**src/rtl/pipe_hazard_ctrl_pkg.sv**
```systemverilog
// Shared types and constants for the pipeline stall/flush sequencer.
package pipe_ctrl_pkg;

   typedef enum logic [1:0] {
      ST_RUN    = 2'd0,
      ST_LDUSE  = 2'd1,
      ST_DRAIN  = 2'd2,
      ST_HALTED = 2'd3
   } pipe_state_e;

   localparam int unsigned DEF_LOADUSE_BUBBLES = 1;
   localparam int unsigned DEF_DRAIN_CYCLES    = 3;
   localparam int unsigned PERF_W              = 16;

   // Width needed to hold the larger of the bubble and drain counts.
   function automatic int unsigned cnt_width(input int unsigned a, input int unsigned b);
      int unsigned m;
      m = (a > b) ? a : b;
      return $clog2(m + 1);
   endfunction

endpackage

```
**src/rtl/pipe_hazard_ctrl_if.sv**
```systemverilog
// Decode/EX status in, pipeline-register enables/flushes and status out.
interface pipe_hazard_ctrl_if #(
   parameter int unsigned REG_BITS = 3
);
   logic [REG_BITS-1:0] id_rs;
   logic                id_rs_valid;
   logic [REG_BITS-1:0] id_rt;
   logic                id_rt_valid;
   logic                id_halt;
   logic [REG_BITS-1:0] ex_rd;
   logic                ex_mem_read;
   logic                ex_reg_write;
   logic                ex_redirect;
   logic                imem_busy;
   logic                dmem_busy;
   logic                pc_en;
   logic                ifid_en;
   logic                ifid_flush;
   logic                idex_en;
   logic                idex_flush;
   logic                exmem_en;
   logic                halted;
   logic [1:0]          state_o;
   logic [15:0]         stall_cycles;
   logic [15:0]         flush_events;

   modport master (
      output id_rs, id_rs_valid, id_rt, id_rt_valid, id_halt,
             ex_rd, ex_mem_read, ex_reg_write, ex_redirect, imem_busy, dmem_busy,
      input  pc_en, ifid_en, ifid_flush, idex_en, idex_flush, exmem_en,
             halted, state_o, stall_cycles, flush_events
   );

   modport slave (
      input  id_rs, id_rs_valid, id_rt, id_rt_valid, id_halt,
             ex_rd, ex_mem_read, ex_reg_write, ex_redirect, imem_busy, dmem_busy,
      output pc_en, ifid_en, ifid_flush, idex_en, idex_flush, exmem_en,
             halted, state_o, stall_cycles, flush_events
   );
endinterface

```
**src/rtl/pipe_hazard_ctrl_haz_dep_cmp.sv**
```systemverilog
// Load-use dependency detect: ID sources against a pending load destination in EX.
module haz_dep_cmp #(
   parameter int unsigned REG_BITS = 3
) (
   input  logic [REG_BITS-1:0] id_rs,
   input  logic                id_rs_valid,
   input  logic [REG_BITS-1:0] id_rt,
   input  logic                id_rt_valid,
   input  logic [REG_BITS-1:0] ex_rd,
   input  logic                ex_mem_read,
   input  logic                ex_reg_write,
   output logic                hz
);
   always_comb begin
      hz = ex_mem_read & ex_reg_write &
           ((id_rs_valid & (id_rs == ex_rd)) | (id_rt_valid & (id_rt == ex_rd)));
   end
endmodule

```
**src/rtl/pipe_hazard_ctrl.sv**
```systemverilog
// Pipeline stall/flush sequencer: load-use, redirect, memory stalls, HALT drain.
// Optional performance counters enabled by defining PIPE_HAZARD_PERF_EN.
module pipe_hazard_ctrl
   import pipe_ctrl_pkg::*;
#(
   parameter int unsigned REG_BITS        = 3,
   parameter int unsigned LOADUSE_BUBBLES = DEF_LOADUSE_BUBBLES,
   parameter int unsigned DRAIN_CYCLES    = DEF_DRAIN_CYCLES
) (
   input logic              clk,
   input logic              rst,
   pipe_hazard_ctrl_if.slave bus
);
   localparam int unsigned CNT_W = cnt_width(LOADUSE_BUBBLES, DRAIN_CYCLES);

   pipe_state_e      state_q, state_d;
   logic [CNT_W-1:0] cnt_q, cnt_d;
   logic             hz;
   logic             pc_en, ifid_en, ifid_flush, idex_en, idex_flush, exmem_en;

   haz_dep_cmp #(.REG_BITS(REG_BITS)) u_dep (
      .id_rs        (bus.id_rs),
      .id_rs_valid  (bus.id_rs_valid),
      .id_rt        (bus.id_rt),
      .id_rt_valid  (bus.id_rt_valid),
      .ex_rd        (bus.ex_rd),
      .ex_mem_read  (bus.ex_mem_read),
      .ex_reg_write (bus.ex_reg_write),
      .hz           (hz)
   );

   always_comb begin
      state_d    = state_q;
      cnt_d      = cnt_q;
      pc_en      = 1'b1;
      ifid_en    = 1'b1;
      ifid_flush = 1'b0;
      idex_en    = 1'b1;
      idex_flush = 1'b0;
      exmem_en   = 1'b1;
      if (rst || state_q == ST_HALTED || bus.dmem_busy) begin
         pc_en    = 1'b0;
         ifid_en  = 1'b0;
         idex_en  = 1'b0;
         exmem_en = 1'b0;
      end else if (state_q == ST_DRAIN) begin
         pc_en      = 1'b0;
         ifid_flush = 1'b1;
         idex_flush = 1'b1;
         cnt_d      = cnt_q - CNT_W'(1);
         if (cnt_q == CNT_W'(1)) state_d = ST_HALTED;
      end else if (bus.ex_redirect) begin
         // Redirect squashes a pending load-use stall and any HALT in ID.
         ifid_flush = 1'b1;
         idex_flush = 1'b1;
         state_d    = ST_RUN;
         cnt_d      = '0;
      end else if (state_q == ST_LDUSE || hz) begin
         pc_en      = 1'b0;
         ifid_en    = 1'b0;
         idex_flush = 1'b1;
         if (state_q == ST_LDUSE) begin
            cnt_d = cnt_q - CNT_W'(1);
            if (cnt_q == CNT_W'(1)) state_d = ST_RUN;
         end else if (LOADUSE_BUBBLES > 1) begin
            state_d = ST_LDUSE;
            cnt_d   = CNT_W'(LOADUSE_BUBBLES - 1);
         end
      end else if (bus.imem_busy) begin
         pc_en      = 1'b0;
         ifid_flush = 1'b1;
      end else if (bus.id_halt) begin
         state_d = ST_DRAIN;
         cnt_d   = CNT_W'(DRAIN_CYCLES);
      end
   end

   always_ff @(posedge clk or posedge rst) begin
      if (rst) begin
         state_q <= ST_RUN;
         cnt_q   <= '0;
      end else begin
         state_q <= state_d;
         cnt_q   <= cnt_d;
      end
   end

   assign bus.pc_en      = pc_en;
   assign bus.ifid_en    = ifid_en;
   assign bus.ifid_flush = ifid_flush;
   assign bus.idex_en    = idex_en;
   assign bus.idex_flush = idex_flush;
   assign bus.exmem_en   = exmem_en;
   assign bus.halted     = (state_q == ST_HALTED);
   assign bus.state_o    = state_q;

`ifdef PIPE_HAZARD_PERF_EN
   logic [PERF_W-1:0] stall_q, stall_d, flush_q, flush_d;
   logic              redir_taken;

   always_comb begin
      // Count only redirects actually acted on, not ones frozen by dmem_busy.
      redir_taken = bus.ex_redirect & ~bus.dmem_busy &
                    (state_q == ST_RUN || state_q == ST_LDUSE);
      stall_d = stall_q;
      flush_d = flush_q;
      if (!pc_en && state_q != ST_HALTED && stall_q != '1) stall_d = stall_q + PERF_W'(1);
      if (redir_taken && flush_q != '1) flush_d = flush_q + PERF_W'(1);
   end

   always_ff @(posedge clk or posedge rst) begin
      if (rst) begin
         stall_q <= '0;
         flush_q <= '0;
      end else begin
         stall_q <= stall_d;
         flush_q <= flush_d;
      end
   end

   assign bus.stall_cycles = stall_q;
   assign bus.flush_events = flush_q;
`else
   assign bus.stall_cycles = '0;
   assign bus.flush_events = '0;
`endif

endmodule

```
**src/flat_wrapper.sv**
```systemverilog
// flat-port wrapper written by rule: the top's interface ports become plain ports
module pipe_hazard_ctrl_flat import pipe_ctrl_pkg::*;
#(
   parameter int unsigned REG_BITS        = 3,
   parameter int unsigned LOADUSE_BUBBLES = DEF_LOADUSE_BUBBLES,
   parameter int unsigned DRAIN_CYCLES    = DEF_DRAIN_CYCLES
)
  (clk, rst, bus_id_rs, bus_id_rs_valid, bus_id_rt, bus_id_rt_valid, bus_id_halt, bus_ex_rd, bus_ex_mem_read, bus_ex_reg_write, bus_ex_redirect, bus_imem_busy, bus_dmem_busy, bus_pc_en, bus_ifid_en, bus_ifid_flush, bus_idex_en, bus_idex_flush, bus_exmem_en, bus_halted, bus_state_o, bus_stall_cycles, bus_flush_events);
  pipe_hazard_ctrl_if #(.REG_BITS(REG_BITS)) bus_i ();
  input logic clk;
  input logic rst;
  input wire logic [$bits(bus_i.id_rs)-1:0] bus_id_rs;
  input wire logic [$bits(bus_i.id_rs_valid)-1:0] bus_id_rs_valid;
  input wire logic [$bits(bus_i.id_rt)-1:0] bus_id_rt;
  input wire logic [$bits(bus_i.id_rt_valid)-1:0] bus_id_rt_valid;
  input wire logic [$bits(bus_i.id_halt)-1:0] bus_id_halt;
  input wire logic [$bits(bus_i.ex_rd)-1:0] bus_ex_rd;
  input wire logic [$bits(bus_i.ex_mem_read)-1:0] bus_ex_mem_read;
  input wire logic [$bits(bus_i.ex_reg_write)-1:0] bus_ex_reg_write;
  input wire logic [$bits(bus_i.ex_redirect)-1:0] bus_ex_redirect;
  input wire logic [$bits(bus_i.imem_busy)-1:0] bus_imem_busy;
  input wire logic [$bits(bus_i.dmem_busy)-1:0] bus_dmem_busy;
  output wire logic [$bits(bus_i.pc_en)-1:0] bus_pc_en;
  output wire logic [$bits(bus_i.ifid_en)-1:0] bus_ifid_en;
  output wire logic [$bits(bus_i.ifid_flush)-1:0] bus_ifid_flush;
  output wire logic [$bits(bus_i.idex_en)-1:0] bus_idex_en;
  output wire logic [$bits(bus_i.idex_flush)-1:0] bus_idex_flush;
  output wire logic [$bits(bus_i.exmem_en)-1:0] bus_exmem_en;
  output wire logic [$bits(bus_i.halted)-1:0] bus_halted;
  output wire logic [$bits(bus_i.state_o)-1:0] bus_state_o;
  output wire logic [$bits(bus_i.stall_cycles)-1:0] bus_stall_cycles;
  output wire logic [$bits(bus_i.flush_events)-1:0] bus_flush_events;
  assign bus_i.id_rs = bus_id_rs;
  assign bus_i.id_rs_valid = bus_id_rs_valid;
  assign bus_i.id_rt = bus_id_rt;
  assign bus_i.id_rt_valid = bus_id_rt_valid;
  assign bus_i.id_halt = bus_id_halt;
  assign bus_i.ex_rd = bus_ex_rd;
  assign bus_i.ex_mem_read = bus_ex_mem_read;
  assign bus_i.ex_reg_write = bus_ex_reg_write;
  assign bus_i.ex_redirect = bus_ex_redirect;
  assign bus_i.imem_busy = bus_imem_busy;
  assign bus_i.dmem_busy = bus_dmem_busy;
  assign bus_pc_en = bus_i.pc_en;
  assign bus_ifid_en = bus_i.ifid_en;
  assign bus_ifid_flush = bus_i.ifid_flush;
  assign bus_idex_en = bus_i.idex_en;
  assign bus_idex_flush = bus_i.idex_flush;
  assign bus_exmem_en = bus_i.exmem_en;
  assign bus_halted = bus_i.halted;
  assign bus_state_o = bus_i.state_o;
  assign bus_stall_cycles = bus_i.stall_cycles;
  assign bus_flush_events = bus_i.flush_events;
  pipe_hazard_ctrl #(.REG_BITS(REG_BITS), .LOADUSE_BUBBLES(LOADUSE_BUBBLES), .DRAIN_CYCLES(DRAIN_CYCLES)) u_core (.clk(clk), .rst(rst), .bus(bus_i));
endmodule
```
**config.mk**
```make
export PLATFORM = sky130hd
export DESIGN_NAME = pipe_hazard_ctrl_flat
export DESIGN_NICKNAME = d
export VERILOG_FILES = /design/src/rtl/pipe_hazard_ctrl_pkg.sv /design/src/rtl/pipe_hazard_ctrl_if.sv /design/src/rtl/pipe_hazard_ctrl_haz_dep_cmp.sv /design/src/rtl/pipe_hazard_ctrl.sv /design/src/flat_wrapper.sv
export SDC_FILE = /design/constraint.sdc
export NUM_CORES = 1
export LEC_CHECK = 0
export CAP_MARGIN = 25
export CORE_MARGIN = 3
export CORE_UTILIZATION = 32
export CTS_BUF_LIST = sky130_fd_sc_hd__clkbuf_4
export DETAILED_ROUTE_END_ITERATION = 10
export GPL_ROUTABILITY_DRIVEN = 0
export PLACE_DENSITY = 0.87
export REMOVE_ABC_BUFFERS = 1
export SYNTH_ARGS = -nofsm -noshare
export SYNTH_HDL_FRONTEND = slang
export SYNTH_SLANG_ARGS = --single-unit
```
**constraint.sdc**
```tcl
create_clock -name clk -period 1.7 [get_ports clk]
set_input_delay 0.17 -clock clk [delete_from_list [all_inputs] [get_ports clk]]
set_output_delay 0.17 -clock clk [all_outputs]
set_load 0.03 [all_outputs]
```
Word level (Yosys, flattened, before mapping):

Index checks and enable logic that the tools add are counted.

* bits in registers: 4
* output and inout port bits: 41
* logic and storage cells: 58

* add/sub/neg operators: 1
* equal/unequal tests: 10
* mux-type cells: 33
* bitwise logic cells: 6
* reductions and logical operators: 6

Operators with widths (count)
* $mux W2: 14
* $mux W1: 19
* $eq A3 B3 Y1: 2
* $reduce_and A6 Y1: 1
* $and A1 B1 Y1: 4
* $eq A2 B1 Y1 const B: 2
* $eq A2 B2 Y1 const B: 2
* $ne A4 B2 Y1 const B: 1
* $ne A4 B3 Y1 const B: 1
* $reduce_and A4 Y1: 1
* $reduce_bool A4 Y1: 1
* $logic_or A1 B1 Y1: 3
* $ne A3 B3 Y1 const B: 1
* $ne A2 B2 Y1 const B: 1
* $sub A2 B1 Y2 const B: 1
* $not A1 Y1: 1
* $or A1 B1 Y1: 1

Depth between registers and ports, before layout:

Gate-level depths: netlist of the first run.

* word-level depth: 9
* depth in mapped cells: 6
* mapped depth without buffers: 6

Cells and area by module:

A second synthesis of the first run with hierarchy kept.

* cell total of the unflattened synthesis: 94
* area, all modules: 696.9 um2

Modules (own cells, without submodules)
* pipe_hazard_ctrl: instances 1, cells each 84, area each 623.1 um2, seq. area each 100.1 um2
* haz_dep_cmp: instances 1, cells each 10, area each 73.8 um2, seq. area each 0.0 um2

Worst setup path before layout of the first run:

Ideal clock, no wire load.

* kind: reg-to-reg
* start point: reg u_core.state_q[1], in the netlist u_core.bus.state_o[1]
* end point: reg u_core.state_q[0], in the netlist u_core.bus.state_o[0]
* library setup time: 122 ps
* arrival time: 1681 ps
* slack: -103 ps
* cell stages (with the launch flop): 7
* cell sequence: dfrtp_1 and2_4 or3_4 clkinv_4 o21ai_2 a211o_1 a32o_1

* word-level cells in the longest chain between the ends: 5
* elaborated cells between the ends (all ways): 16
* classes of those cells: eq/ne (7); mux (3); bitwise (1); reduce/logical (5)

RTL lines
* start: declaration: line pipe_hazard_ctrl.sv:16 `pipe_state_e state_q, state_d;`
* start signal: assignment: line pipe_hazard_ctrl.sv:83 `state_q <= state_d;`
* $eq A2 B2 Y1
* named net bus_halted: line flat_wrapper.sv:29 `output wire logic [$bits(bus_i.halted)-1:0] bus_halted;`
* $logic_or A1 B1 Y1 (2 in a row): line pipe_hazard_ctrl.sv:41 `if (rst || state_q == ST_HALTED || bus.dmem_busy) begin`
* $not A1 Y1 (no line)
* $reduce_and A6 Y1 (no line)

The timed path passes the listed nets, and every way through them passes these cells.
A chain may end at the register's enable or synchronous reset.

Final worst setup path of the first run:

* start point: in bus_id_rt_valid
* end point: out bus_idex_flush

* word-level cells in the longest chain between the ends: 8

RTL lines
* start: declaration: line flat_wrapper.sv:15 `input wire logic [$bits(bus_i.id_rt_valid)-1:0] bus_id_rt_valid;`
* $and A1 B1 Y1: line pipe_hazard_ctrl_haz_dep_cmp.sv:16 `((id_rs_valid & (id_rs == ex_rd)) | (id_rt_valid & (id_rt == ex_rd)));`
* $or A1 B1 Y1: line pipe_hazard_ctrl_haz_dep_cmp.sv:16
* $and A1 B1 Y1: line pipe_hazard_ctrl_haz_dep_cmp.sv:15 `hz = ex_mem_read & ex_reg_write &`
* $logic_or A1 B1 Y1: line pipe_hazard_ctrl.sv:58 `end else if (state_q == ST_LDUSE || hz) begin`
* $mux W1: line pipe_hazard_ctrl.sv:58
* $mux W1: line pipe_hazard_ctrl.sv:52 `end else if (bus.ex_redirect) begin`
* $mux W1: line pipe_hazard_ctrl.sv:46 `end else if (state_q == ST_DRAIN) begin`
* $mux W1: line pipe_hazard_ctrl.sv:41
* end: declaration: line flat_wrapper.sv:27 `output wire logic [$bits(bus_i.idex_flush)-1:0] bus_idex_flush;`

Every way passes these cells.

==> out/metrics.csv, run 1 <==
stage;metric;value;unit
critical_path;r2r_slack;20;ps
synthesis;ys_async_sr_fraction;1.00;
sta;finalCritPeriodShare;1.05;
floorplan;die_w;52.4;um
critical_path;cp_cell_sequence;clkdlybuf4s50_1 -> and3_4 -> a41oi_2 -> o21ai_2 -> buf_6 -> o31a_1 -> buf_6;
synthesis;yosys_warnings;0;
place;placed_cells;145;
layout;syn2layout_area_growth;56.9;%
layout;mostFrequentLayoutCells;conb_1 (32), buf_4 (14), clkdlybuf4s50_1 (11);
critical_path;crit_arrival;1620;ps
floorplan;core;2000;um2
synthesis;synth.area.top_cells;buf_4 (36%), dfrtp_1 (15%), xnor2_1 (7.6%), or3_4 (3.3%), a41oi_2 (2.4%);
grt;grtUsageTotal;0.124;
layout;layout_commonest_cell;conb_1;
run_status;status;finished, violations left;
clock_network;cts.sinks;4;
clock_network;clk_latency;230;ps
route;totalWireLength;1880;um
critical_path;path_common_cell;buf_6;
layout;seq_area;100;um2
sta;finalSetupViolCount;4;
synthesis;synth_area_per_cell;8.39;um2
place;port_buffers;27;
min_path;min_path_type;in2async;
sta;final.setup.tns;-133;ps
route;vias_per_cell;4.19;
sta;maxSlewViolCount;0;
route;drcViolationCount;0;
critical_path;crit_type;in2out;
layout;multi_input_area;488;um2
run_status;violations;negative setup slack;
grt;grt_pass1_vias;607;
sta;fin_crit;1790;ps
critical_path;r2r_end;u_core.cnt_q[1]$_DFFE_PP0P_;
synthesis;synthCells;82;
synthesis;synth_area;688;um2
critical_path;cp_slowest_stage_delay;450;ps
synthesis;synth-seq-cells;4;
layout;utilization;0.539;
sta;fin_skew;0.0704;ps
sta;rsz0062_at_grt;yes;
grt;antenna_found_initial;0;
clock_network;root_buffer;clkbuf_4;
critical_path;cp_top_family;buffers and inverters;
critical_path;cp-start-kind;input port;
synthesis;synth_edf_count;0;
layout;stdcell_count;154;
grt;grt_max_degree;7;
critical_path;critical_path_buf_inv_count;3;
floorplan;rows;16;
floorplan;start_util;0.344;
synthesis;synth_cell_types;33;
critical_path;r2r_cells;6;
route;routedWlPerCell;12.2;um
clock_network;cts_made_buffers;3;
synthesis;synth_top_area_frac;0.360;
route;drtIter0Drc;8;
grt;grt_overflow;0;
pwr;p_leak;0.545;nW
route;drt_first_pass_iters;3;
critical_path;required;1530;ps
clock_network;cts.htree.levels;1;
layout;fillers;159;
critical_path;crit_fanout;3;
critical_path;r2r-start;u_core.bus.state_o[1]$_DFFE_PP0P_;
route;ant_nets;0;
route;vias;645;
pwr;p_per_area;809;nW/um2
clock_network;clk_pin_slew;40;ps
floorplan;chipHeight;52.4;um
synthesis;synth_seq_area_share;0.145;
layout;final_nets;149;
pwr;irDropWorstVdd;0.460;mV
layout;diodes;0;
clock_network;clk_path_buf_depth;2;
flow_run;drv_cap;0;
critical_path;end_kind;output port;
floorplan;num_io_pins;60;
clock_network;tritoncts;done;
layout;drive_gt1_frac;0.346;
grt;grt_pass1_wl;2470;um
critical_path;crit_path_top_delay_cell;clkdlybuf4s50_1;
sta;fin_ws;-87.6;ps
sta;fmax;559;MHz
place;hpwl;1340;um
synthesis;yosys.area.top_type;buf_4;
pwr;p_total;873;uW
synthesis;synth-main-ff-cell;dfrtp_1;
floorplan;die_area;2740;um2
sta;finalHoldViolCount;0;
## how the worst max path moves through the flow
stage                                 startpoint                                 to  depth (start not counted)  slack, ps
3_3_place_gp                        bus_ex_rd[0]                          bus_pc_en                          7       -560
6_report                         bus_id_rt_valid                     bus_idex_flush                          7        -90
3_5_place_dp                        bus_ex_rd[1]                          bus_pc_en                          7       -570
4_1_cts                             bus_id_rs[1]                          bus_pc_en                          7        -70
5_1_grt        u_core.bus.state_o[0]$_DFFE_PP0P_                     bus_idex_flush                          6       -130
2_1_floorplan  u_core.bus.state_o[1]$_DFFE_PP0P_  u_core.bus.state_o[0]$_DFFE_PP0P_                          6       -150
## cells in the mapped netlist (2+ instances only)
cell,instances
dfrtp_1,4
inv_1,3
or3_4,2
nor2_1,3
a21oi_1,2
o21a_1,2
xnor2_1,6
buf_4,33
nor2b_1,2
nand4_1,2
## layout make-up
type                       count  area share
multi-input combinational     72       0.452
inverter                       4      0.0185
sequential                     4      0.0927
tap                           27      0.0313
clock buffer                   3      0.0209
timing repair buffer          44       0.385
## metrics by stage
stage                     cell area, um2  setup WS (ps)  hold WS [ps]
after floorplan                      557           -152         -63.9
after global placement               931           -559           492
after detailed placement             931           -571           495
after CTS                           1020          -66.3           289
after global routing                1080           -135           309
final                               1080          -87.6           286
## what timing repair did
action                                  in CTS  in global routing
cloned                                       0                  0
hold buffers                                 0                  0
pin swaps                                    5                  7
gates resized for setup                     23                 12
endpoints found under the setup margin       7                  8
buffers inserted                             4                  2
## metal layers
metal  up-vias  global-route usage  part of all wire
met5         -                   0                 0
met4         0              0.0638                 0
met3         0              0.0456              0.11
met2        34               0.244              0.57
met1       303               0.104              0.33
li1        308                   -                 -
## worst min-delay path: stages
cell	delay, ps
clkdlybuf4s50_1	430
buf_4	140
inv_1	120
## sequential cells by signal, summed over array words and instances, names as in the netlist
signal	flops
u_core.bus.state_o	2
u_core.cnt_q	2
## report_power, final
part	leakage, nW	internal (mW)	switching, mW
registers	0.0451	0.129	0.0246
clock network	0.0138	0.0786	0.0339
logic	0.486	0.273	0.334
total	0.545	0.480	0.393
## kinds of logic after synthesis
group / share of synthesized area
adder cells (fa/ha/maj): 0.0182
buffers and inverters: 0.389
AND/OR/NAND/NOR: 0.153
AO/OA/AOI/OAI: 0.213
XOR/XNOR: 0.0764
flip-flops: 0.145
other: 0.00545
Power figures use the tool's default switching activity.
==> run 2, diff against run 1 <==
--- a/config.mk
+++ b/config.mk
@@ -9,6 +9,7 @@
 export CORE_MARGIN = 3
 export CORE_UTILIZATION = 32
 export CTS_BUF_LIST = sky130_fd_sc_hd__clkbuf_4
+export CTS_CLUSTER_SIZE = 25
 export DETAILED_ROUTE_END_ITERATION = 10
 export GPL_ROUTABILITY_DRIVEN = 0
 export PLACE_DENSITY = 0.87
==> results of run 2 <==
No change in the layout: final DEF, timing and power equal those of run 1.
